==> config.mk <==
export PLATFORM = sky130hd
export DESIGN_NAME = fb_rect_fill_flat
export DESIGN_NICKNAME = d
export VERILOG_FILES = /design/src/rtl/fb_rect_fill_if.sv /design/src/rtl/fb_rect_fill.sv /design/src/flat_wrapper.sv
export SDC_FILE = /design/constraint.sdc
export NUM_CORES = 1
export LEC_CHECK = 0
export ABC_AREA = 1
export BUFFER_PORTS_ARGS = -buffer_cell sky130_fd_sc_hd__buf_2
export CAP_MARGIN = 20
export CORE_UTILIZATION = 58
export CTS_CLUSTER_SIZE = 8
export DETAILED_ROUTE_END_ITERATION = 8
export PLACE_DENSITY = 0.78
export SLEW_MARGIN = 30
export SYNTH_ARGS = -nofsm -noshare
export SYNTH_HDL_FRONTEND = slang
export SYNTH_SLANG_ARGS = --single-unit
==> constraint.sdc <==
create_clock -name clk_pix -period 4.9 [get_ports clk_pix]
set_input_delay 0.245 -clock clk_pix [delete_from_list [all_inputs] [get_ports clk_pix]]
set_output_delay 0.245 -clock clk_pix [all_outputs]
set_load 0.005 [all_outputs]
==> src/rtl/fb_rect_fill_if.sv <==
// rtl/fb_rect_fill_if.sv - request/status/framebuffer-write bundle for fb_rect_fill
// Purpose: groups the fill request inputs, status outputs and the registered
//          framebuffer write port into one interface.
// Signals:
//   start, oe          fill request and write permission (master -> slave)
//   x0, y0, x1, y1     signed opposite rectangle corners, inclusive
//   cidx               fill colour index
//   busy, done         status (slave -> master)
//   we, addr_write,    framebuffer write side (slave -> master)
//   colr_write
interface fb_rect_fill_if #(
   parameter int CORDW    = 16,
   parameter int FB_DATAW = 4,
   parameter int FB_ADDRW = 15
);
   logic                       start;
   logic                       oe;
   logic signed [CORDW-1:0]    x0, y0, x1, y1;
   logic        [FB_DATAW-1:0] cidx;
   logic                       busy;
   logic                       done;
   logic                       we;
   logic        [FB_ADDRW-1:0] addr_write;
   logic        [FB_DATAW-1:0] colr_write;

   modport master (
      output start, oe, x0, y0, x1, y1, cidx,
      input  busy, done, we, addr_write, colr_write
   );

   modport slave (
      input  start, oe, x0, y0, x1, y1, cidx,
      output busy, done, we, addr_write, colr_write
   );
endinterface

==> src/rtl/fb_rect_fill.sv <==
// rtl/fb_rect_fill.sv - clipped solid rectangle fill into a framebuffer
// Purpose: on start, latches two corners and a colour, sorts and clips the
//          rectangle to the framebuffer and writes every covered pixel in
//          row-major order, one pixel per clock while oe is high.
// Ports:
//   clk_pix   pixel clock, all logic on posedge
//   rst_pix   synchronous active-high reset
//   bus       fb_rect_fill_if.slave: start/oe/x0/y0/x1/y1/cidx in,
//             busy/done/we/addr_write/colr_write out (all outputs registered)
module fb_rect_fill #(
   parameter int CORDW     = 16,
   parameter int FB_WIDTH  = 160,
   parameter int FB_HEIGHT = 120,
   parameter int FB_DATAW  = 4
) (
   input  logic          clk_pix,
   input  logic          rst_pix,
   fb_rect_fill_if.slave bus
);
   localparam int FB_ADDRW = $clog2(FB_WIDTH * FB_HEIGHT);

   localparam logic signed [CORDW-1:0] X_LAST   = CORDW'(FB_WIDTH - 1);
   localparam logic signed [CORDW-1:0] Y_LAST   = CORDW'(FB_HEIGHT - 1);
   localparam logic signed [CORDW-1:0] ONE      = CORDW'(1);
   localparam logic [FB_ADDRW-1:0]     ROW_STEP = FB_ADDRW'(FB_WIDTH);

   typedef enum logic [1:0] {IDLE, INIT, FILL, DONE} state_t;
   state_t state;

   // request captured at acceptance so later input changes cannot disturb the fill
   logic signed [CORDW-1:0]    lx0, ly0, lx1, ly1;
   logic        [FB_DATAW-1:0] lcol;

   // fill cursor and clipped bounds (always non-negative once loaded)
   logic signed [CORDW-1:0]    x, y, xmin, xmax, ymax;
   logic        [FB_ADDRW-1:0] row_base;

   logic signed [CORDW-1:0]    sx_min, sx_max, sy_min, sy_max;
   logic signed [CORDW-1:0]    cx_min, cx_max, cy_min, cy_max;
   logic                       empty;

   // sort and clip the latched corners; only consumed in INIT
   always_comb begin
      sx_min = (lx0 < lx1) ? lx0 : lx1;
      sx_max = (lx0 < lx1) ? lx1 : lx0;
      sy_min = (ly0 < ly1) ? ly0 : ly1;
      sy_max = (ly0 < ly1) ? ly1 : ly0;

      // a negative max or a min past the last pixel leaves nothing on screen
      empty = sx_max[CORDW-1] || (sx_min > X_LAST) ||
              sy_max[CORDW-1] || (sy_min > Y_LAST);

      cx_min = sx_min[CORDW-1] ? '0 : sx_min;
      cy_min = sy_min[CORDW-1] ? '0 : sy_min;
      cx_max = (sx_max > X_LAST) ? X_LAST : sx_max;
      cy_max = (sy_max > Y_LAST) ? Y_LAST : sy_max;
   end

   always_ff @(posedge clk_pix) begin
      if (rst_pix) begin
         state          <= IDLE;
         bus.busy       <= 1'b0;
         bus.done       <= 1'b0;
         bus.we         <= 1'b0;
         bus.addr_write <= '0;
         bus.colr_write <= '0;
      end else begin
         bus.we <= 1'b0;
         case (state)
            IDLE: begin
               bus.done <= 1'b0;
               bus.busy <= 1'b0;
               if (bus.start) begin
                  lx0      <= bus.x0;
                  ly0      <= bus.y0;
                  lx1      <= bus.x1;
                  ly1      <= bus.y1;
                  lcol     <= bus.cidx;
                  bus.busy <= 1'b1;
                  state    <= INIT;
               end
            end
            INIT: begin
               x        <= cx_min;
               y        <= cy_min;
               xmin     <= cx_min;
               xmax     <= cx_max;
               ymax     <= cy_max;
               row_base <= FB_ADDRW'($unsigned(cy_min)) * ROW_STEP;
               state    <= empty ? DONE : FILL;
            end
            FILL: begin
               // oe low simply skips this edge; cursor holds so nothing is lost
               if (bus.oe) begin
                  bus.we         <= 1'b1;
                  bus.addr_write <= row_base + FB_ADDRW'($unsigned(x));
                  bus.colr_write <= lcol;
                  if (x == xmax) begin
                     if (y == ymax) begin
                        state <= DONE;
                     end else begin
                        x        <= xmin;
                        y        <= y + ONE;
                        row_base <= row_base + ROW_STEP;
                     end
                  end else begin
                     x <= x + ONE;
                  end
               end
            end
            DONE: begin
               bus.done <= 1'b1;
               state    <= IDLE;
            end
            default: state <= IDLE;
         endcase
      end
   end
endmodule

==> src/flat_wrapper.sv <==
// flat-port wrapper written by rule: the top's interface ports become plain ports
module fb_rect_fill_flat 
#(
   parameter int CORDW     = 16,
   parameter int FB_WIDTH  = 160,
   parameter int FB_HEIGHT = 120,
   parameter int FB_DATAW  = 4
)
  (clk_pix, rst_pix, bus_start, bus_oe, bus_x0, bus_y0, bus_x1, bus_y1, bus_cidx, bus_busy, bus_done, bus_we, bus_addr_write, bus_colr_write);
  fb_rect_fill_if #(.CORDW(CORDW), .FB_DATAW(FB_DATAW), .FB_ADDRW(($clog2(FB_WIDTH * FB_HEIGHT)))) bus_i ();
  input  logic clk_pix;
  input  logic rst_pix;
  input wire logic [$bits(bus_i.start)-1:0] bus_start;
  input wire logic [$bits(bus_i.oe)-1:0] bus_oe;
  input wire logic [$bits(bus_i.x0)-1:0] bus_x0;
  input wire logic [$bits(bus_i.y0)-1:0] bus_y0;
  input wire logic [$bits(bus_i.x1)-1:0] bus_x1;
  input wire logic [$bits(bus_i.y1)-1:0] bus_y1;
  input wire logic [$bits(bus_i.cidx)-1:0] bus_cidx;
  output wire logic [$bits(bus_i.busy)-1:0] bus_busy;
  output wire logic [$bits(bus_i.done)-1:0] bus_done;
  output wire logic [$bits(bus_i.we)-1:0] bus_we;
  output wire logic [$bits(bus_i.addr_write)-1:0] bus_addr_write;
  output wire logic [$bits(bus_i.colr_write)-1:0] bus_colr_write;
  assign bus_i.start = bus_start;
  assign bus_i.oe = bus_oe;
  assign bus_i.x0 = bus_x0;
  assign bus_i.y0 = bus_y0;
  assign bus_i.x1 = bus_x1;
  assign bus_i.y1 = bus_y1;
  assign bus_i.cidx = bus_cidx;
  assign bus_busy = bus_i.busy;
  assign bus_done = bus_i.done;
  assign bus_we = bus_i.we;
  assign bus_addr_write = bus_i.addr_write;
  assign bus_colr_write = bus_i.colr_write;
  fb_rect_fill #(.CORDW(CORDW), .FB_WIDTH(FB_WIDTH), .FB_HEIGHT(FB_HEIGHT), .FB_DATAW(FB_DATAW)) u_core (.clk_pix(clk_pix), .rst_pix(rst_pix), .bus(bus_i));
endmodule
==> summary.md, run 1 <==
| Metric | Value |
|---|---|
| Non-Filler Instances | 1504 |
| Top post-synthesis cells by count | nand2_1, edfxtp_1, nor2_1 |
| Final-report hold violation count | 0 |
| Final Max Slew Viols | 0 |
| Fmax | 220 MHz |
| Relative slew slack | 41.3% |
| Outcome | completed |
| Post-synthesis sequential area ratio | 51.5% |
| Routability cong. | 0.905 |
| Syn Inst Count | 1110 |
| Yosys reg bits | 181 |
| Finish-stage setup viols | 0 |
| Netlist cell types | 48 |
| PwrDens | 487 nW/um^2 |
| Top-area cell type share of the netlist area | 46.7% |
| Initial antenna violation count | 0 |
| Max-capacitance violation count | 0 |
| Buf/Inv on CP | 3 |
| DRC viols | 0 |
| CP Capture Type | register |
| Root Buffer | clkbuf_16 |
| Tmin final | 4.55 ns |
| Yosys top cell by area | edfxtp_1 |
| Share of flip-flops with an asynchronous set or reset | 0% |
| Pleak | 5.31 nW |
| Sequence of cells on the critical path | inv_1 > ha_1 > a21oi_1 > o21ai_1 > nor2_2 > nand3_1 > nand2_2 > nand2_1 > nand2_1 > nor2_1 > ha_1 > ha_1 > fa_1 > inv_1 > o31ai_1 > inv_1 > nor2_1 > nor2_1 > nor2_1 > nor2_1 > xor2_1 > or2_2 > nand3_1 > o21ai_0 |
| H-tree depth | 4 |
| Cell depth of the worst flop-to-flop path | 24 |
| Number of port buffers | 93 |
| GR Overflow Total | 0 |
| Ratio of final minimum period to clock period | 92.9% |
| Most common cell on crit path | nor2_1 |
| Non-Filler Cell Area, Final | 12100 sq um |
| DRT antenna net count | 0 |
| Initial Util | 60.2% |
| Startpoint types | register |
| GRT Overall Usage | 26.5% |
| Avg Synthesized Cell Area | 9.09 sq um |
| Final hold slack | 0.0696 ns |
| DR pass1 iterations | 5 |
| Width of the die | 134 microns |
| Post-DP Area | 10800 sq um |
| Tightest Pin Transition | 0.881 ns |
| Worst EP arrival | 4.73 ns |
| Worst VDD drop | 0.314 mV |
| Clk_skew | 0.0146 ns |
| Core area | 16800 sq um |
| Number of global-route vias before repair | 7648 |
| DP Wirelength | 14.9 mm |
| DRT Wirelength | 23.0 mm |
| Post-CTS Setup Bufs | 0 |
| WL/cell | 15.3 microns |
| Kind of critical path | register to register |
| Max stage delay on crit path | 0.40 ns |
| Slowest CP cell | ha_1 |
| Via Count | 8123 |
| Die area | 17900 sq um |
| Top Ports | 94 |
| Fin nets | 1404 |
| RSZ-0062 raised after global routing | false |
| Largest net degree at the start of global routing | 69 |
| Most numerous cell in the Yosys netlist | nand2_1 |
| TritonCTS clock tree | yes |
| Initial drt markers | 542 |
| Vias/cell | 5.40 |
| Setup_tns | 0 ns |
| Area Growth Syn to Fin | 19.6% |
| DIE HEIGHT | 134 microns |
| Clock sinks | 181 |
| Share of cells above drive strength 1 | 13.6% |
| Clk Latency, worst-skew pair | 0.44 ns |
| Post-synth EDFFs | 157 |
| Synth Flop Type | edfxtp_1 |
| Antenna Diode Count | 0 |
| Final core occ | 72.0% |
| CTS max path bufs | 2 |
| HP Class | input port to register |
| Clock Pin Slew Worst Setup and Hold Paths | 0.07 ns |
| WHS Path Cells | 3 |
| Ys Warns | 0 |
| Mapped Area | 10100 sq um |
| Leading post-synthesis cells by cell area | edfxtp_1, nand2_1, ha_1 |
| Post-Place Cells | 1403 |
| Worst Path Required | 5.08 ns |
| Syn nets | 1243 |
| Number of cells on the critical path | 24 |
| Max FO, Critical Path | 11 |
| CTS Buf Count | 17 |
| # rows | 47 |
| First-pass GRT wire length | 37.2 mm |
| Delay-heaviest family, CP | simple AND/OR/NAND/NOR gates |
[metal layers]
layer,vias up,global-route usage (%),part of all wire [%]
met5,-,0,0
met4,0,6.50,1.2
met1,3751,36.4,45
met2,303,43.5,47
met3,23,5.14,6.8
li1,4046,-,-
[placed cells by master (no fill, tap or decap), types with 3 or more instances in the layout]
| cell | instances |
|---|---|
| a211oi_1 | 5 |
| a211oi_2 | 3 |
| a21oi_1 | 55 |
| a31oi_1 | 4 |
| buf_2 | 93 |
| buf_4 | 7 |
| clkbuf_16 | 19 |
| dfxtp_1 | 24 |
| dlygate4sd3_1 | 68 |
| edfxtp_1 | 157 |
| ha_1 | 59 |
| inv_1 | 142 |
| inv_4 | 3 |
| inv_6 | 5 |
| inv_8 | 3 |
| nand2_1 | 209 |
| nand2_2 | 10 |
| nand2_4 | 5 |
| nand3_1 | 49 |
| nand3_2 | 3 |
| nand3b_1 | 3 |
| nand4_1 | 4 |
| nor2_1 | 146 |
| nor3_1 | 7 |
| nor3_2 | 4 |
| nor4_1 | 5 |
| o21a_1 | 5 |
| o21ai_0 | 85 |
| o21ai_1 | 8 |
| o22ai_1 | 8 |
| o31ai_1 | 4 |
| o32ai_1 | 5 |
| or2_2 | 8 |
| xnor2_1 | 16 |
| xor2_1 | 28 |
[final cells by class]
class | count | area, sq um
tap | 220 | 275
timing repair buffer | 168 | 1200
fill | 1170 | 4690
clock buffer | 20 | 489
inverter | 146 | 551
clock inverter | 12 | 115
multi-input combinational | 757 | 4250
sequential | 181 | 5190
[registers in the layout, summed over array words and instances (netlist names)]
register               count
u_core.lx0                16
u_core.lx1                16
u_core.ly0                16
u_core.ly1                16
u_core.x                  16
u_core.xmax               16
u_core.y                  16
u_core.ymax               16
u_core.bus.addr_write     15
u_core.xmin               15
u_core.row_base           10
u_core.bus.colr_write      4
u_core.lcol                4
u_core.state               2
u_core.bus.busy            1
u_core.bus.done            1
u_core.bus.we              1
[worst reg2reg max path: stages (launching register included)]
cell      delay (ns)
edfxtp_1        0.38
inv_1           0.06
ha_1            0.40
a21oi_1         0.18
o21ai_1         0.10
nor2_2          0.20
nand3_1         0.32
nand2_2         0.31
nand2_1         0.08
nand2_1         0.13
nor2_1          0.08
ha_1            0.30
ha_1            0.18
fa_1            0.22
inv_1           0.05
o31ai_1         0.34
inv_1           0.07
nor2_1          0.13
nor2_1          0.05
nor2_1          0.09
nor2_1          0.05
xor2_1          0.14
or2_2           0.29
nand3_1         0.06
o21ai_0         0.08
[logic make-up after synthesis]
kind of cell	synth area share [%]
flip-flops	51.5
AO/OA/AOI/OAI	10.3
AND/OR/NAND/NOR	19.8
XOR/XNOR	3.82
buffers and inverters	6.83
adder cells (fa/ha/maj)	7.72
[repair_timing]
action	4_1_cts	5_1_grt
hold buffers	68	0
endpoints found under the setup margin	0	1
resized for setup	0	3
hold endpoints to repair	68	0
[through the flow]
step           worst slack (ns)  power, mW
2_1_floorplan             0.767       3.88
5_1_grt                 0.00447       6.24
3_5_place_dp              0.392       4.41
4_1_cts                   0.381       5.83
6_report                  0.350       5.88
3_3_place_gp              0.627       4.33
[final timing paths]
check	slack [ns]	start	to
max	0.35	u_core.ly1[15]	u_core.row_base[14]
min reg2reg	0.48	u_core.bus.colr_write[3]	u_core.bus.colr_write[3]
min	0.07	bus_start	u_core.bus.busy
max reg2reg	0.35	u_core.ly1[15]	u_core.row_base[14]
[where the power goes]
part           internal, mW  switching (mW)
sequential             2.13           0.252
combinational         0.763            1.34
clock                 0.749           0.641
total                  3.65            2.24
No activity file was read; power rests on OpenSTA's default activity.
==> inputs of run 2 (changes only) <==
--- a/config.mk
+++ b/config.mk
@@ -8,6 +8,7 @@
 export ABC_AREA = 1
 export BUFFER_PORTS_ARGS = -buffer_cell sky130_fd_sc_hd__buf_2
 export CAP_MARGIN = 20
+export CORE_ASPECT_RATIO = 1.25
 export CORE_UTILIZATION = 58
 export CTS_CLUSTER_SIZE = 8
 export DETAILED_ROUTE_END_ITERATION = 8
==> summary.md, run 2 (synthesis gave the netlist of run 1 again) <==
| Metric | Value |
|---|---|
| Finish-stage setup viols | 0 (unchanged) |
| R2R setup slack | 0.39 ns (was 0.35 ns) |
| Worst r2r src | u_core.ly1[5] (was u_core.ly1[15]) |
| Buf/Inv on CP | 3 (unchanged) |
| Startpoint types | register (unchanged) |
| Final Max Slew Viols | 0 (unchanged) |
| Pleak | 5.29 nW (was 5.31 nW) |
| Slowest CP cell | edfxtp_1 (was ha_1) |
| Initial drt markers | 592 (was 542) |
| Vias/cell | 5.36 (was 5.40) |
| Met2 usage | 45.1% (was 43.5%) |
| Max-capacitance violation count | 0 (unchanged) |
| Grt met1 use | 34.0% (was 36.4%) |
| Delay-heaviest family, CP | simple AND/OR/NAND/NOR gates (unchanged) |
| Int Power | 3.57 mW (was 3.65 mW) |
| PwrDens | 481 nW/um^2 (was 487 nW/um^2) |
| Clock power frac | 22.8% (was 23.6%) |
| Worst Path Required | 5.09 ns (was 5.08 ns) |
| Worst VDD drop | 0.403 mV (was 0.314 mV) |
| Share of cells above drive strength 1 | 13.7% (was 13.6%) |
| Power Total | 5.78 mW (was 5.88 mW) |
| Post-Place Cells | 1402 (was 1403) |
| Gr busiest metal | met2 (unchanged) |
| Number of port buffers | 93 (unchanged) |
| Psw | 2.22 mW (was 2.24 mW) |
| DRT antenna net count | 0 (unchanged) |
| Final core occ | 71.1% (was 72.0%) |
| CP Capture Type | register (unchanged) |
| Fmax | 222 MHz (was 220 MHz) |
| Most common cell on crit path | nor2_1 (unchanged) |
| Combinational Power Share | 36.0% (was 35.8%) |
| Most common cell after layout, fill and taps aside | nand2_1 (unchanged) |
| Via Count | 8047 (was 8123) |
| Final-report hold violation count | 0 (unchanged) |
| Hold Path End | u_core.ly1[2] (was u_core.bus.busy) |
| TritonCTS clock tree | yes (unchanged) |
| DRC viols | 0 (unchanged) |
| Relative slew slack | 40.3% (was 41.3%) |
| Flop pwr share | 41.2% (was 40.6%) |
| HP Class | input port to register (unchanged) |
| GRT Overall Usage | 26.5% (about the same) |
| Die area | 17900 sq um (about the same) |
| # rows | 53 (was 47) |
| FF-to-FF End | u_core.row_base[14] (unchanged) |
| Outcome | completed (unchanged) |
| Tmin final | 4.51 ns (was 4.55 ns) |
| Routability cong. | 0.935 (was 0.905) |
| Switching share of power | 38.3% (was 38.0%) |
| DRT Wirelength | 22.5 mm (was 23.0 mm) |
| CTS Buf Count | 17 (unchanged) |
| Width of the die | 120 microns (was 134 microns) |
| DIE HEIGHT | 149 microns (was 134 microns) |
| Tightest Pin Transition | 0.896 ns (was 0.881 ns) |
| Met3 Usage GRT | 4.38% (was 5.14%) |
| Initial antenna violation count | 0 (unchanged) |
| Max FO, Critical Path | 11 (unchanged) |
| First-pass GRT wire length | 36.9 mm (was 37.2 mm) |
| Kind of critical path | register to register (unchanged) |
| DR pass1 iterations | 5 (unchanged) |
| RSZ-0062 raised after global routing | false (unchanged) |
| DP Wirelength | 14.8 mm (was 14.9 mm) |
| Root Buffer | clkbuf_16 (unchanged) |
| Cell depth of the worst flop-to-flop path | 26 (was 24) |
| WHS Path Cells | 1 (was 3) |
| Core area | 16900 sq um (was 16800 sq um) |
| Worst EP arrival | 4.70 ns (was 4.73 ns) |
| Fin nets | 1401 (was 1404) |
| Clk_skew | 0.0108 ns (was 0.0146 ns) |
| Clk Latency, worst-skew pair | 0.44 ns (about the same) |
| Non-Filler Instances | 1501 (was 1504) |
| GR Overflow Total | 0 (unchanged) |
| Ratio of final minimum period to clock period | 92.0% (was 92.9%) |
| H-tree depth | 4 (unchanged) |
| Hold path startpoint | bus_y1[2] (was bus_start) |
| CTS max path bufs | 2 (unchanged) |
| Area Growth Syn to Fin | 19.1% (was 19.6%) |
| Setup_tns | 0 ns (unchanged) |
| WL/cell | 15.0 microns (was 15.3 microns) |
| Antenna Diode Count | 0 (unchanged) |
| Final hold slack | 0.0329 ns (was 0.0696 ns) |
| Top Ports | 94 (unchanged) |
| Largest net degree at the start of global routing | 69 (unchanged) |
| Initial Util | 59.7% (was 60.2%) |
| Clock sinks | 181 (unchanged) |
| Number of global-route vias before repair | 7766 (was 7648) |
| Clock Pin Slew Worst Setup and Hold Paths | 0.07 ns (about the same) |
| Max stage delay on crit path | 0.41 ns (was 0.40 ns) |
| Most frequent cells in the layout | nand2_1, edfxtp_1, nor2_1, inv_1, buf_2 (unchanged) |
==> run 2: how the worst max path moves through the flow <==
stage / cells after the start / end / slack [ns] / start
2_1_floorplan: 23 / u_core.row_base[14] / 0.77 / u_core.ly1[15]
3_3_place_gp: 24 / u_core.row_base[14] / 0.62 / u_core.ly0[15]
3_5_place_dp: 25 / u_core.row_base[14] / 0.40 / u_core.ly1[5]
4_1_cts: 25 / u_core.row_base[14] / 0.35 / u_core.ly1[5]
5_1_grt: 26 / u_core.row_base[14] / 0.02 / u_core.ly1[5]
6_report: 26 / u_core.row_base[14] / 0.39 / u_core.ly1[5]
==> run 2: layout make-up <==
| cell class | count | area, sq um |
|---|---|---|
| Fill cell | 1237 | 4890 |
| Sequential cell | 181 | 5190 |
| Tap cell | 220 | 275 |
| Timing Repair Buffer | 166 | 1180 |
| Multi-Input combinational cell | 756 | 4250 |
| Clock inverter | 15 | 138 |
| Clock buffer | 17 | 425 |
| Inverter | 146 | 551 |
==> run 2: metal layers <==
metal  share of wire, %  wire length (microns)
met3                5.5                   1250
met4                2.4                    534
met2                 50                  11100
met1                 43                   9560
met5                  0                      0
==> run 2: power by group through the flow <==
stage               clock network, mW  registers, mW  logic [mW]
floorplan                           0           2.34        1.54
CTS                              1.33           2.38        2.05
global route                     1.39           2.42        2.37
global placement                    0           2.40        1.92
finish                           1.32           2.38        2.08
detailed placement                  0           2.41        1.98
==> run 2: what timing repair did <==
item                                   4_1_cts  5_1_grt
endpoints found under the hold margin       67        0
hold buffers                                67        0
buffers inserted                             0        0
gates resized for setup                      0        7
setup endpoints to repair                    0        1
==> run 2: metrics by stage <==
step                      area [sq um]  setup WS [ns]
after floorplan                  10100          0.767
after global placement           10800          0.620
after detailed placement         10800          0.398
after CTS                        12000          0.350
after global routing             12000         0.0235
final                            12000          0.393
